### src/rtl/audio_codec_tdm.sv
// Master-mode I2S / left-justified / TDM serial audio port with a valid/ready frame handshake.
// Optional AUD_LOOPBACK_EN adds a loopback input that feeds the DAC stream back into capture.
module audio_codec_tdm #(
   parameter int unsigned SAMPLE_W  = 16,
   parameter int unsigned SLOT_W    = 32,
   parameter int unsigned NUM_SLOTS = 2,
   parameter int unsigned BCLK_DIV  = 4
) (
   input  logic                          clk,
   input  logic                          reset_n,
   input  logic                          enable,
   input  logic                          fmt_lj,
   input  logic [NUM_SLOTS*SAMPLE_W-1:0] tx_data,
   input  logic                          tx_valid,
   output logic                          tx_ready,
   output logic [NUM_SLOTS*SAMPLE_W-1:0] rx_data,
   output logic                          rx_valid,
   output logic                          underrun,
   output logic                          aud_bclk,
   output logic                          aud_lrck,
   output logic                          aud_dacdat,
   input  logic                          aud_adcdat
`ifdef AUD_LOOPBACK_EN
   ,
   input  logic                          loopback
`endif
);

   localparam int unsigned FW    = NUM_SLOTS * SAMPLE_W;
   localparam int unsigned FRAME = NUM_SLOTS * SLOT_W;
   localparam int unsigned HALF  = BCLK_DIV / 2;
   localparam int unsigned CNT_W = (HALF > 1) ? $clog2(HALF) : 1;
   localparam int unsigned B_W   = (FRAME > 1) ? $clog2(FRAME) : 1;

   typedef enum logic [0:0] {StIdle, StRun} state_t;

   state_t            state_q;
   logic [CNT_W-1:0]  cnt_q;
   logic [B_W-1:0]    b_q;
   logic              fmt_q;
   logic              armed_q;
   logic [FW-1:0]     frame_q;
   logic [FW-1:0]     rx_shift_q;

   logic              tick, fall, rise, frame_end, start, load, fmt_next, dac_next, adc_in;
   logic              cap_hit, cap_last;
   int unsigned       b_int, b_next, cap_d, cap_k, cap_pos;
   logic [FW-1:0]     frame_next, rx_next;

   // Frame position of the data bit on the wire while bit counter is b; I2S lags by one BCLK.
   function automatic int unsigned data_idx(input int unsigned b, input logic lj);
      if (lj) return b;
      else if (b == 0) return FRAME - 1;
      else return b - 1;
   endfunction

   function automatic logic frame_bit(input logic [FW-1:0] f, input int unsigned d);
      int unsigned k;
      logic [FW-1:0] sh;
      k = d % SLOT_W;
      if (k >= SAMPLE_W) return 1'b0;
      sh = f >> ((d / SLOT_W) * SAMPLE_W + SAMPLE_W - 1 - k);
      return sh[0];
   endfunction

   function automatic logic lrck_fn(input int unsigned b, input logic lj);
      if (NUM_SLOTS == 2) return lj ? (b >= SLOT_W) : (((b + 1) % FRAME) >= SLOT_W);
      else return lj ? (b == 0) : (b == FRAME - 1);
   endfunction

`ifdef AUD_LOOPBACK_EN
   assign adc_in = loopback ? aud_dacdat : aud_adcdat;
`else
   assign adc_in = aud_adcdat;
`endif

   always_comb begin
      b_int      = 32'(b_q);
      tick       = (state_q == StRun) && (cnt_q == CNT_W'(HALF - 1));
      fall       = tick && aud_bclk;
      rise       = tick && !aud_bclk;
      frame_end  = fall && (b_int == FRAME - 1);
      start      = (state_q == StIdle) && enable;
      load       = reset_n && (start || (frame_end && enable));
      frame_next = tx_valid ? tx_data : frame_q;
      b_next     = frame_end ? 0 : b_int + 1;
      fmt_next   = frame_end ? fmt_lj : fmt_q;
      // At the wrap an I2S stream still owes the previous frame's last bit, so read the old buffer.
      dac_next   = frame_bit((frame_end && fmt_next) ? frame_next : frame_q,
                             data_idx(b_next, fmt_next));
      cap_d      = data_idx(b_int, fmt_q);
      cap_k      = cap_d % SLOT_W;
      cap_hit    = rise && (cap_k < SAMPLE_W);
      cap_last   = cap_hit && (cap_d / SLOT_W == NUM_SLOTS - 1) && (cap_k == SAMPLE_W - 1);
      cap_pos    = 0;
      if (cap_hit) cap_pos = (cap_d / SLOT_W) * SAMPLE_W + SAMPLE_W - 1 - cap_k;
      rx_next    = (rx_shift_q & ~(FW'(1) << cap_pos)) | (FW'(adc_in) << cap_pos);
   end

   assign tx_ready = load;

   always_ff @(posedge clk) begin
      if (!reset_n) begin
         state_q    <= StIdle;
         cnt_q      <= '0;
         b_q        <= '0;
         fmt_q      <= 1'b0;
         armed_q    <= 1'b0;
         frame_q    <= '0;
         rx_shift_q <= '0;
         rx_data    <= '0;
         rx_valid   <= 1'b0;
         underrun   <= 1'b0;
         aud_bclk   <= 1'b0;
         aud_lrck   <= 1'b0;
         aud_dacdat <= 1'b0;
      end else begin
         rx_valid <= 1'b0;
         if (load) begin
            frame_q <= frame_next;
            if (!tx_valid) underrun <= 1'b1;
         end
         unique case (state_q)
            StIdle: begin
               if (enable) begin
                  state_q    <= StRun;
                  cnt_q      <= '0;
                  b_q        <= '0;
                  fmt_q      <= fmt_lj;
                  armed_q    <= 1'b0;
                  aud_bclk   <= 1'b0;
                  aud_lrck   <= lrck_fn(0, fmt_lj);
                  aud_dacdat <= fmt_lj ? frame_bit(frame_next, 0) : 1'b0;
               end
            end
            StRun: begin
               cnt_q <= tick ? '0 : cnt_q + 1'b1;
               if (tick) aud_bclk <= !aud_bclk;
               if (cap_hit) begin
                  rx_shift_q <= rx_next;
                  if (cap_d == 0) armed_q <= 1'b1;
                  // Frames whose first bit preceded the start are never reported.
                  if (cap_last && armed_q) begin
                     rx_valid <= 1'b1;
                     rx_data  <= rx_next;
                  end
               end
               if (fall) begin
                  if (frame_end && !enable) begin
                     state_q    <= StIdle;
                     b_q        <= '0;
                     aud_lrck   <= 1'b0;
                     aud_dacdat <= 1'b0;
                  end else begin
                     b_q        <= B_W'(b_next);
                     fmt_q      <= fmt_next;
                     aud_lrck   <= lrck_fn(b_next, fmt_next);
                     aud_dacdat <= dac_next;
                  end
               end
            end
            default: state_q <= StIdle;
         endcase
      end
   end

endmodule

### config.mk
export PLATFORM = sky130hd
export DESIGN_NAME = audio_codec_tdm
export DESIGN_NICKNAME = d
export VERILOG_FILES = /design/src/rtl/audio_codec_tdm.sv
export SDC_FILE = /design/constraint.sdc
export NUM_CORES = 1
export LEC_CHECK = 0
export BUFFER_PORTS_ARGS = -buffer_cell sky130_fd_sc_hd__buf_2
export CAP_MARGIN = 30
export CORE_MARGIN = 5
export CORE_UTILIZATION = 58
export DETAILED_ROUTE_END_ITERATION = 12
export PLACE_DENSITY = 0.8
export REMOVE_ABC_BUFFERS = 1
export SYNTH_ARGS = -nofsm -noshare
export SYNTH_HDL_FRONTEND = slang
export SYNTH_SLANG_ARGS = --single-unit
### constraint.sdc
create_clock -name clk -period 4.1 [get_ports clk]
set_input_delay 0.615 -clock clk [delete_from_list [all_inputs] [get_ports clk]]
set_output_delay 0.615 -clock clk [all_outputs]
set_load 0.02 [all_outputs]
==> reports/results.ini <==
[status]
status=completed

[synthesis]
synth_edf_count=0
netlist_area_um2=5850
synth_cell_type_count=66
synth_xor_area_share_pct=1.65
synth_top_family_by_area=simple AND/OR/NAND/NOR gates
yosys_warnings=0
syn_avg_cell_area_um2=8.19
synth-compound-area-share_pct=17.5
synth-seq-area-share_pct=38.0
synthSimpleGateAreaFrac_pct=27.7
synth-seq-cells=111
async_flop_share_pct=0
synthCells=715
yosys.area_share.adder_pct=2.27
synth_mux_area_share_pct=8.53
synth_flop_cell=dfxtp_1

[worst_setup_path]
critical-path-top-delay-family=simple AND/OR/NAND/NOR gates
r2r_end=rx_data[0]$_SDFFE_PN0P_
critical-path-slowest-cell=dfxtp_2
crit_buf_inv=3
worstSetupPathType=reg -> reg
reg2reg_slack_ps=400
crit_top_cell=ha_1
r2r-start=b_q[0]$_SDFFE_PN0P_
cp-start-kind=flop
end_kind=flop
cpPeakStageDelay_ps=380
r2r_cells=17
cp_max_fo=9
required_ps=4400
cp_cell_sequence=buf_4, inv_1, ha_1, nor3b_2, o21ai_0, o21ai_1, inv_1, ha_1, ha_1, nand2b_1, nor3_1, nor2b_1, nand2b_1, o31ai_1, mux2i_1, o21ai_0, and2_1
cp.arrival_ps=4000

[run]
drv_cap=0

[layout]
mostFrequentLayoutCells=nand2_1, dfxtp_1, buf_2
multi_input_area_um2=3440
final_common_cell=nand2_1
drive_above_1_share_pct=17.8
layout.cells.non_filler=914
n_antenna_cell=0
syn_to_final_growth_pct=13.4
postLayoutCoreUtil_pct=67.6
fin_nets=824
layout.area.seq_um2=2230
final_cell_area_um2=6640
fillers=864

[route]
wl_met1_mm=6.39
drc=0
top_layer=met4
routed_wirelength_mm=14.1
route.met3.wl_um=812
wire_per_inst_um=15.4
wl_met2_mm=6.66
vias_per_cell=5.68
drtIter0Drc=336
dr.pass1.iters=6
ant_nets=0
dr_total_vias=5189

[timing]
min_period_ps=3700
worst_slack_ps=404
fmax_ghz=0.271
finalHoldViolCount=0
holdWs_ps=455
tightest_slew_ps=984
rsz0062_at_grt=no
setup_viol=0
finalCritPeriodShare_pct=90.1
finalClockSkew_ps=10.5
drv_slew=0
setup_tns_ps=0
maxSlewHeadroom_pct=34.4

[floorplanning]
ios=76
initial_core_util_pct=59.6
fp.dieArea_um2=12200
fp.dieH_um=110
core_um2=9820
num_rows=36
fp.dieW_um=110

[pwr]
total_power_mw=1.97
power.density_nw_per_um2=297
seqPwrFrac_pct=56.1
p_leak_nw=2.53
power_frac_comb_pct=8.2
power.switching_mw=0.490
swShare_pct=24.9
max-vdd-ir-drop_mv=0.293
clkPwrFrac_pct=35.7
power.internal_mw=1.48

[clock_network]
postCtsSetupBuffers=0
cts_buffer_depth=2
clkSlewWorstSetupHoldPaths_ps=100
numClockSinks=111
cts_root_buffer=clkbuf_8
tritoncts=yes
cts_made_buffers=9
clock_latency_ps=400
htree_levels=3

[placed_design]
place_ws_ps=136
hpwl_mm=10.2
io_buffers=75
gp_congestion=0.889
place_area_um2=6370
dp_cells=898

[hold_path]
hold_end=frame_q[10]$_SDFFE_PN0P_
hold_class=in -> reg
min_from=tx_data[10]
min_delay_path_depth=3

[global_route]
grt_pass1_vias=5089
antenna_found_initial=0
grt_max_degree=67
grt_pass1_wl_mm=23.9
grt_usage_pct=23.1
gr-total-overflow=0

-- power by group through the flow --
stage          clock, mW  sequential, mW  combinational (mW)
6_report           0.704            1.11               0.161
5_1_grt            0.765            1.11               0.178
4_1_cts            0.724            1.11               0.159
3_5_place_dp           0            1.13               0.158
3_3_place_gp           0            1.13               0.153
2_1_floorplan          0            1.13              0.0845
-- final cells by class --
cell class / instances / area share (%)
clock buffers: 11 / 2.28
inverters: 16 / 0.904
repair buffers: 96 / 8.03
clock inverters: 5 / 0.980
flip-flops and latches: 111 / 33.6
well taps: 133 / 2.51
multi-input cells: 542 / 51.8
-- state kept, by name, summed over array words and instances, names as in the netlist --
signal and count:
aud_lrck 1, state_q 1, rx_valid 1, fmt_q 1, aud_bclk 1, cnt_q 1, underrun 1, rx_shift_q 32
rx_data 32, aud_dacdat 1, frame_q 32, armed_q 1, b_q 6
-- repair_timing --
item	CTS	global route
endpoints found under the setup margin	0	34
resized for setup	0	15
hold buffers	0	0
-- cell families after synthesis --
family                   count (synthesis)
other                                    1
AO/OA/AOI/OAI                          150
XOR/XNOR                                11
flip-flops                             111
adder cells (fa/ha/maj)                 10
buffers and inverters                   63
multiplexers                            46
AND/OR/NAND/NOR                        323
-- Yosys cell counts, types with 3 or more instances --
master       n  share of area [%]
a21boi_0    35                4.5
a21o_1       3               0.38
a21oi_1     16                1.4
a2bb2oi_1    3               0.45
a32oi_1      3               0.45
and2_1      39                4.2
and3_1       4               0.43
buf_2        8               0.68
clkbuf_1    35                2.2
dfxtp_1    111                 38
ha_1         9                1.9
inv_1       16                1.0
mux2i_1     42                7.2
mux4_2       3                1.2
nand2_1    126                8.1
nand2b_1     3               0.32
nand3_1     15                1.3
nand4_1      6               0.64
nor2_1      40                2.6
nor2b_1     47                5.0
nor3_1      15                1.3
nor3b_1      4               0.51
nor4_1       4               0.43
o211ai_1     5               0.64
o21a_1       3               0.38
o21ai_0     48                4.1
o221ai_1     6               0.90
o22ai_1      4               0.43
o31ai_1      3               0.38
or3_1        3               0.32
xnor2_1      7                1.0
xor2_1       4               0.60
-- metal layers --
layer,vias to the layer above,GRT usage [%]
met3,22,5.03
met4,0,7.96
li1,2584,-
met1,2423,30.2
met5,-,0
met2,160,37.7
-- how the worst max path moves through the flow --
stage	from	to	slack [ps]	cells past startpoint
6_report	b_q[0]$_SDFFE_PN0P_	rx_data[0]$_SDFFE_PN0P_	400	17
5_1_grt	b_q[1]$_SDFFE_PN0P_	aud_dacdat$_SDFFE_PN0P_	70	16
4_1_cts	b_q[1]$_SDFFE_PN0P_	aud_dacdat$_SDFFE_PN0P_	110	16
3_5_place_dp	b_q[1]$_SDFFE_PN0P_	aud_dacdat$_SDFFE_PN0P_	140	16
3_3_place_gp	b_q[0]$_SDFFE_PN0P_	aud_dacdat$_SDFFE_PN0P_	310	18
2_1_floorplan	b_q[0]$_SDFFE_PN0P_	aud_dacdat$_SDFFE_PN0P_	320	14
-- worst reg2reg max path, delay by kind of cell, from the launching register on --
family | cells | cell delay [ps]
simple gates | 6 | 1230
compound gates | 4 | 780
fa+ha+maj | 3 | 590
flops | 1 | 380
buf+inv | 3 | 380
mux | 1 | 260
No activity file was read; power rests on OpenSTA's default activity.
